===== src/rtl/ram_sdp_2048x64_access_arbiter.sv =====
// Purpose     : shares one 2048x64 SDP RAM between a write client and two round-robin read clients.
// Latency     : grants are combinational; rdN_rvalid/rd_rdata arrive two non-write cycles after the grant.
// Backpressure: clients hold req until gnt; one slot per cycle, writes yield after WR_BURST_MAX while a read waits.
//
// Ports:
//   clk_i, rst_n_i                   clock, synchronous active-low reset
//   wr_req_i/wr_addr_i/wr_data_i     write client request, address, data; wr_gnt_o accepts
//   rdN_req_i/rdN_addr_i (N=0,1)     read client request and address; rdN_gnt_o accepts
//   rdN_rvalid_o, rd_rdata_o         one-cycle read-return pulse per client, shared return data
//   ram_we_o/ram_write_addr_o/ram_din_o/ram_read_addr_o/ram_dout_i   RAM side
module ram_sdp_2048x64_access_arbiter #(
  parameter int ADDR_W       = 11,
  parameter int DATA_W       = 64,
  parameter int WR_BURST_MAX = 4
) (
  input  logic              clk_i,
  input  logic              rst_n_i,
  input  logic              wr_req_i,
  input  logic [ADDR_W-1:0] wr_addr_i,
  input  logic [DATA_W-1:0] wr_data_i,
  output logic              wr_gnt_o,
  input  logic              rd0_req_i,
  input  logic [ADDR_W-1:0] rd0_addr_i,
  output logic              rd0_gnt_o,
  output logic              rd0_rvalid_o,
  input  logic              rd1_req_i,
  input  logic [ADDR_W-1:0] rd1_addr_i,
  output logic              rd1_gnt_o,
  output logic              rd1_rvalid_o,
  output logic [DATA_W-1:0] rd_rdata_o,
  output logic              ram_we_o,
  output logic [ADDR_W-1:0] ram_write_addr_o,
  output logic [DATA_W-1:0] ram_din_o,
  output logic [ADDR_W-1:0] ram_read_addr_o,
  input  logic [DATA_W-1:0] ram_dout_i
);

  localparam int              RUN_W   = $clog2(WR_BURST_MAX + 1);
  localparam logic [RUN_W-1:0] RUN_MAX = RUN_W'(WR_BURST_MAX);

  // One in-flight read: valid flag plus the issuing client (0 = rd0, 1 = rd1).
  typedef struct packed {
    logic vld;
    logic id;
  } tag_t;

  logic [RUN_W-1:0]  wr_run_q, wr_run_d;
  logic              rr_ptr_q, rr_ptr_d;
  logic [ADDR_W-1:0] raddr_q, raddr_d;
  tag_t              s1_q, s1_d;
  tag_t              s2_q, s2_d;
  logic              adv_q, adv_d;

  logic              rd_pend;
  logic              rd_force;
  logic              wr_gnt;
  logic              rd_gnt_any;
  logic              gnt_id;
  logic [ADDR_W-1:0] rd_addr_sel;

  // Slot arbitration: write first, unless the burst budget is spent and a reader waits.
  always_comb begin
    rd_pend     = rd0_req_i | rd1_req_i;
    rd_force    = rd_pend & (wr_run_q == RUN_MAX);
    wr_gnt      = rst_n_i & wr_req_i & ~rd_force;
    rd_gnt_any  = rst_n_i & rd_pend & ~wr_gnt;
    // Sole requester wins outright; rr_ptr only breaks ties.
    gnt_id      = (rd0_req_i & rd1_req_i) ? rr_ptr_q : rd1_req_i;
    rd_addr_sel = gnt_id ? rd1_addr_i : rd0_addr_i;
  end

  always_comb begin
    wr_run_d = wr_run_q;
    rr_ptr_d = rr_ptr_q;
    raddr_d  = raddr_q;
    s1_d     = s1_q;
    s2_d     = s2_q;
    adv_d    = ~wr_gnt;

    if (rd_gnt_any || !rd_pend) begin
      wr_run_d = '0;
    end else if (wr_gnt && (wr_run_q != RUN_MAX)) begin
      wr_run_d = wr_run_q + RUN_W'(1);
    end

    if (rd_gnt_any) begin
      rr_ptr_d = ~gnt_id;
      raddr_d  = rd_addr_sel;
    end

    // The RAM read stages only move on non-write edges; the tags follow them exactly.
    if (!wr_gnt) begin
      s1_d.vld = rd_gnt_any;
      s1_d.id  = gnt_id & rd_gnt_any;
      s2_d     = s1_q;
    end
  end

  always_ff @(posedge clk_i) begin
    if (!rst_n_i) begin
      wr_run_q <= '0;
      rr_ptr_q <= 1'b0;
      raddr_q  <= '0;
      s1_q     <= '0;
      s2_q     <= '0;
      adv_q    <= 1'b0;
    end else begin
      wr_run_q <= wr_run_d;
      rr_ptr_q <= rr_ptr_d;
      raddr_q  <= raddr_d;
      s1_q     <= s1_d;
      s2_q     <= s2_d;
      adv_q    <= adv_d;
    end
  end

  // s2 is loaded from s1 only on advancing edges, so gating with adv_q gives a single
  // registered pulse per read that is cleared on any stalled edge.
  assign rd0_rvalid_o     = adv_q & s2_q.vld & ~s2_q.id;
  assign rd1_rvalid_o     = adv_q & s2_q.vld &  s2_q.id;
  assign rd_rdata_o       = ram_dout_i;

  assign wr_gnt_o         = wr_gnt;
  assign rd0_gnt_o        = rd_gnt_any & ~gnt_id;
  assign rd1_gnt_o        = rd_gnt_any &  gnt_id;

  assign ram_we_o         = wr_gnt;
  assign ram_write_addr_o = wr_addr_i;
  assign ram_din_o        = wr_data_i;
  // Granted address goes straight to the RAM this cycle; otherwise the last one is held.
  assign ram_read_addr_o  = raddr_d;

endmodule


===== config.mk =====
export PLATFORM = sky130hd
export DESIGN_NAME = ram_sdp_2048x64_access_arbiter
export DESIGN_NICKNAME = d
export VERILOG_FILES = /design/src/rtl/ram_sdp_2048x64_access_arbiter.sv
export SDC_FILE = /design/constraint.sdc
export NUM_CORES = 1
export LEC_CHECK = 0
export CAP_MARGIN = 20
export CORE_AREA = 2 2 126 128
export CTS_BUF_LIST = sky130_fd_sc_hd__clkbuf_8
export DETAILED_ROUTE_END_ITERATION = 8
export DIE_AREA = 0 0 128 130
export PLACE_DENSITY = 0.51
export SETUP_SLACK_MARGIN = 0.1
export SKIP_LAST_GASP = 1
export SYNTH_ARGS = -nofsm -noshare
export SYNTH_HDL_FRONTEND = slang
export SYNTH_SLANG_ARGS = --single-unit
export TNS_END_PERCENT = 20

===== constraint.sdc =====
create_clock -name clk_i -period 2 [get_ports clk_i]
set_input_delay 0.2 -clock clk_i [delete_from_list [all_inputs] [get_ports clk_i]]
set_output_delay 0.2 -clock clk_i [all_outputs]
set_load 0.05 [all_outputs]

==> impl_summary.txt <==
----------------------------------------------------
[Timing]
  Post-layout min period ... 1.98 ns
  Transition time of the tightest slew-check pin ... 0.597 ns
  Setup TNS ... 0 ns
  Setup-violating endpoint count in the final report ... 0
  Hold Vio Cnt, Final ... 0
  Slew Viols, Final ... 0
  Relative max-transition margin ... 60.2%
  Clock Skews ... 0.00543 ns
  Maximum operating frequency ... 506 MHz
  Final critical-path setup slack ... 0.0222 ns
  Unrepaired setup endpoints after global routing ... yes
  Crit share post-route ... 98.9%

[Power and ir drop]
  P per Cell Area ... 591 nW/um2
  Leakage component of the power ... 0.773 nW
  Design Power ... 1.35 mW
  Max VDD drop ... 182 uV

[Synth]
  Mux cell area share after synthesis ... 0.942%
  Most frequent cells after synthesis ... buf_4, dfxtp_1, a21oi_1, o211ai_1, a31oi_1
  Predominant post-synthesis flop cell ... dfxtp_1
  Synth cell types ... 29
  Area fraction in and, or, nand and nor cells after synthesis ... 3.42%
  Proportion of netlist area held by the largest area contributor ... 49.5%
  Number of warnings reported in the yosys synthesis log ... 0
  Net Count, Synth ... 432
  Post-synthesis average cell area ... 8.05 um2
  Synthesized-area fraction occupied by ao, oa, aoi and oai cells ... 21.2%
  Synth Instances ... 264
  Register bit count reported by yosys ... 20
  Arithmetic-cell share of the synthesized area counting full adders, half adders and majority gates ... 1.18%
  EDFF count, synth ... 0
  Post-synthesis async set-or-reset flop share ... 0%
  Sequential area share after synthesis ... 18.8%
  Most area-hungry cell type in the Yosys netlist ... buf_4
  Library cell with the highest instance count after synthesis ... buf_4
  Xor and xnor area share after synthesis ... 0.412%
  Summed instance area of the synthesized netlist ... 2120 um2
  Combinational family with the most area after synthesis ... buffers and inverters
  Leading post-synthesis cells by cell area ... buf_4, dfxtp_1, o211ai_1

[Placement]
  Last weighted congestion value of the routability-driven placer ... 0.669
  Port buffer count ... 43
  Placed wire-length estimate after detailed placement ... 5.58 mm
  Worst setup slack after placement ... 0.0438 ns

[Setup path]
  FF-to-FF setup slack ... 0.24 ns
  CP Launch Type ... register
  Arrival time at the worst endpoint ... 1.78 ns
  Critical path required time ... 1.80 ns
  Worst setup EP type ... output pin
  Biggest fanout along the worst timing path ... 3
  Worst setup path category ... reg -> out
  Count of cells along the worst register-to-register path ... 9

[GRT]
  Pin count of the biggest net entering global routing ... 14
  First-pass GRT wire length ... 9.74 mm
  Combined global-route utilization of all metal layers ... 8.21%
  Vias in the first global route ... 1489
  Sum of overflow across all layers after global routing ... 0
  Number of antenna violations at the first check in global routing ... 0

[Floorplan]
  Floorplan die area ... 16600 um2
  Starting density of the core ... 13.8%
  Area of the placeable core ... 15400 um2
  Total I/O pin count ... 322
  Die X-Extent ... 128 um
  Y dimension of the die ... 130 um
  Cell row count ... 46

[Clock network]
  TritonCTS clock tree ... built
  Number of clock sinks ... 20
  Clk slew on worst S/H paths ... 0.08 ns
  H-tree lvl count ... 1
  Number of buffers inserted during clock tree synthesis ... 3
  Max Buffers Root-to-Sink ... 2
  CTS Root Buffer Type ... clkbuf_8
  Hold Buf Count CTS ... 0
  Skew-Pair Late Insertion Delay ... 0.27 ns

[Layout]
  Total inserted antenna cells ... 0
  Area Growth Syn to Fin ... 7.66%
  Final Core Density ... 14.8%
  Nets@finish ... 354
  Proportion of layout cells with a drive suffix above 1 ... 38.4%

[Drt]
  First-pass DRT Iterations ... 4
  Wire length per cell ... 18.9 um
  Number of violations reported at the end of detailed-routing iteration 0 ... 61
  Antenna Nets Post-Route ... 0
  Detailed-route via count ... 1389
  Vias/cell ... 3.68
  DRC violations left ... 0
  Sum of routed wire length over all layers ... 7.13 mm

[Min path]
  Hold Path Stages ... 0
  Hold crit path type ... in -> out

[Job]
  Max-cap viol count ... 0

[Status]
  Status ... complete, no violations

----------------------------------------------------
==> state kept, by name, indices dropped and copies added (netlist names) <==
name      count
s1_q          2
rr_ptr_q      1
raddr_q      11
adv_q         1
wr_run_q      3
s2_q          2
==> worst max-delay path, cell delays in order (launching register included) <==
cell     delay [ns]
dfxtp_2        0.34
inv_2          0.04
ha_4           0.15
a21bo_4        0.21
and2_4         0.16
buf_12         0.13
buf_6          0.13
a31oi_4        0.18
buf_8          0.17
==> through the flow <==
step | cells | area [um2] | hold WS (ns)
2_1_floorplan | 264 | 2190 | 0.349
3_3_place_gp | 363 | 1930 | 0.400
3_5_place_dp | 363 | 1930 | 0.400
4_1_cts | 377 | 2270 | 0.400
5_1_grt | 377 | 2290 | 0.400
6_report | 377 | 2290 | 0.400
==> per-layer routing <==
layer,wire length [um],global-route usage (%),vias to the layer above
met1,2420,7.49,628
met4,359,4.85,0
li1,-,-,597
met5,0,0,-
met3,872,4.26,50
met2,3480,14.7,114
==> final timing paths <==
check / start / end
worst max register to register: wr_run_q[1] / raddr_q[6]
worst min-delay path: wr_data_i[43] / ram_din_o[43]
worst max-delay path: wr_run_q[1] / ram_read_addr_o[6]
worst min register to register: s2_q[1] / s2_q[1]
==> what timing repair did <==
action                     CTS  global route
pin swaps                    4             2
setup endpoints to repair   13            14
buffers inserted             9             0
gates cloned                 1             0
gates resized for setup     36             4
==> cell type report <==
cell class	instances	area, um2
fill	1727	13100
timing repair buffer	68	778
multi-input combinational	84	761
sequential	20	403
tap	192	240
clock buffer	3	41.3
inverter	9	33.8
clock inverter	1	30.0
==> kinds of logic after synthesis <==
group | Yosys count
AOI/OAI and AO/OA | 63
DFF | 20
adders and majority gates | 2
muxes | 2
buffers and inverters | 160
xor gates and xnor gates | 1
and+or+nand+nor | 16
==> cells in the final DEF (no fill, tap or decap), types with 7 or more instances in the layout <==
cell type | Yosys | layout
buf_12 | 0 | 9
o211ai_1 | 12 | 12
dfxtp_1 | 20 | 18
nor2_1 | 7 | 7
o21ai_1 | 9 | 9
a31oi_4 | 0 | 9
buf_6 | 2 | 8
clkdlybuf4s50_1 | 0 | 28
buf_4 | 140 | 18
a21oi_1 | 12 | 8
inv_1 | 9 | 7
a311oi_1 | 7 | 7
==> report_power, final <==
part	internal [mW]	switching, mW	total, mW	leakage (nW)
logic	0.228	0.278	0.506	0.573
registers	0.421	0.00917	0.430	0.165
clock network	0.268	0.149	0.417	0.0357
total	0.917	0.436	1.35	0.773
(Power assumes the default switching activity.)
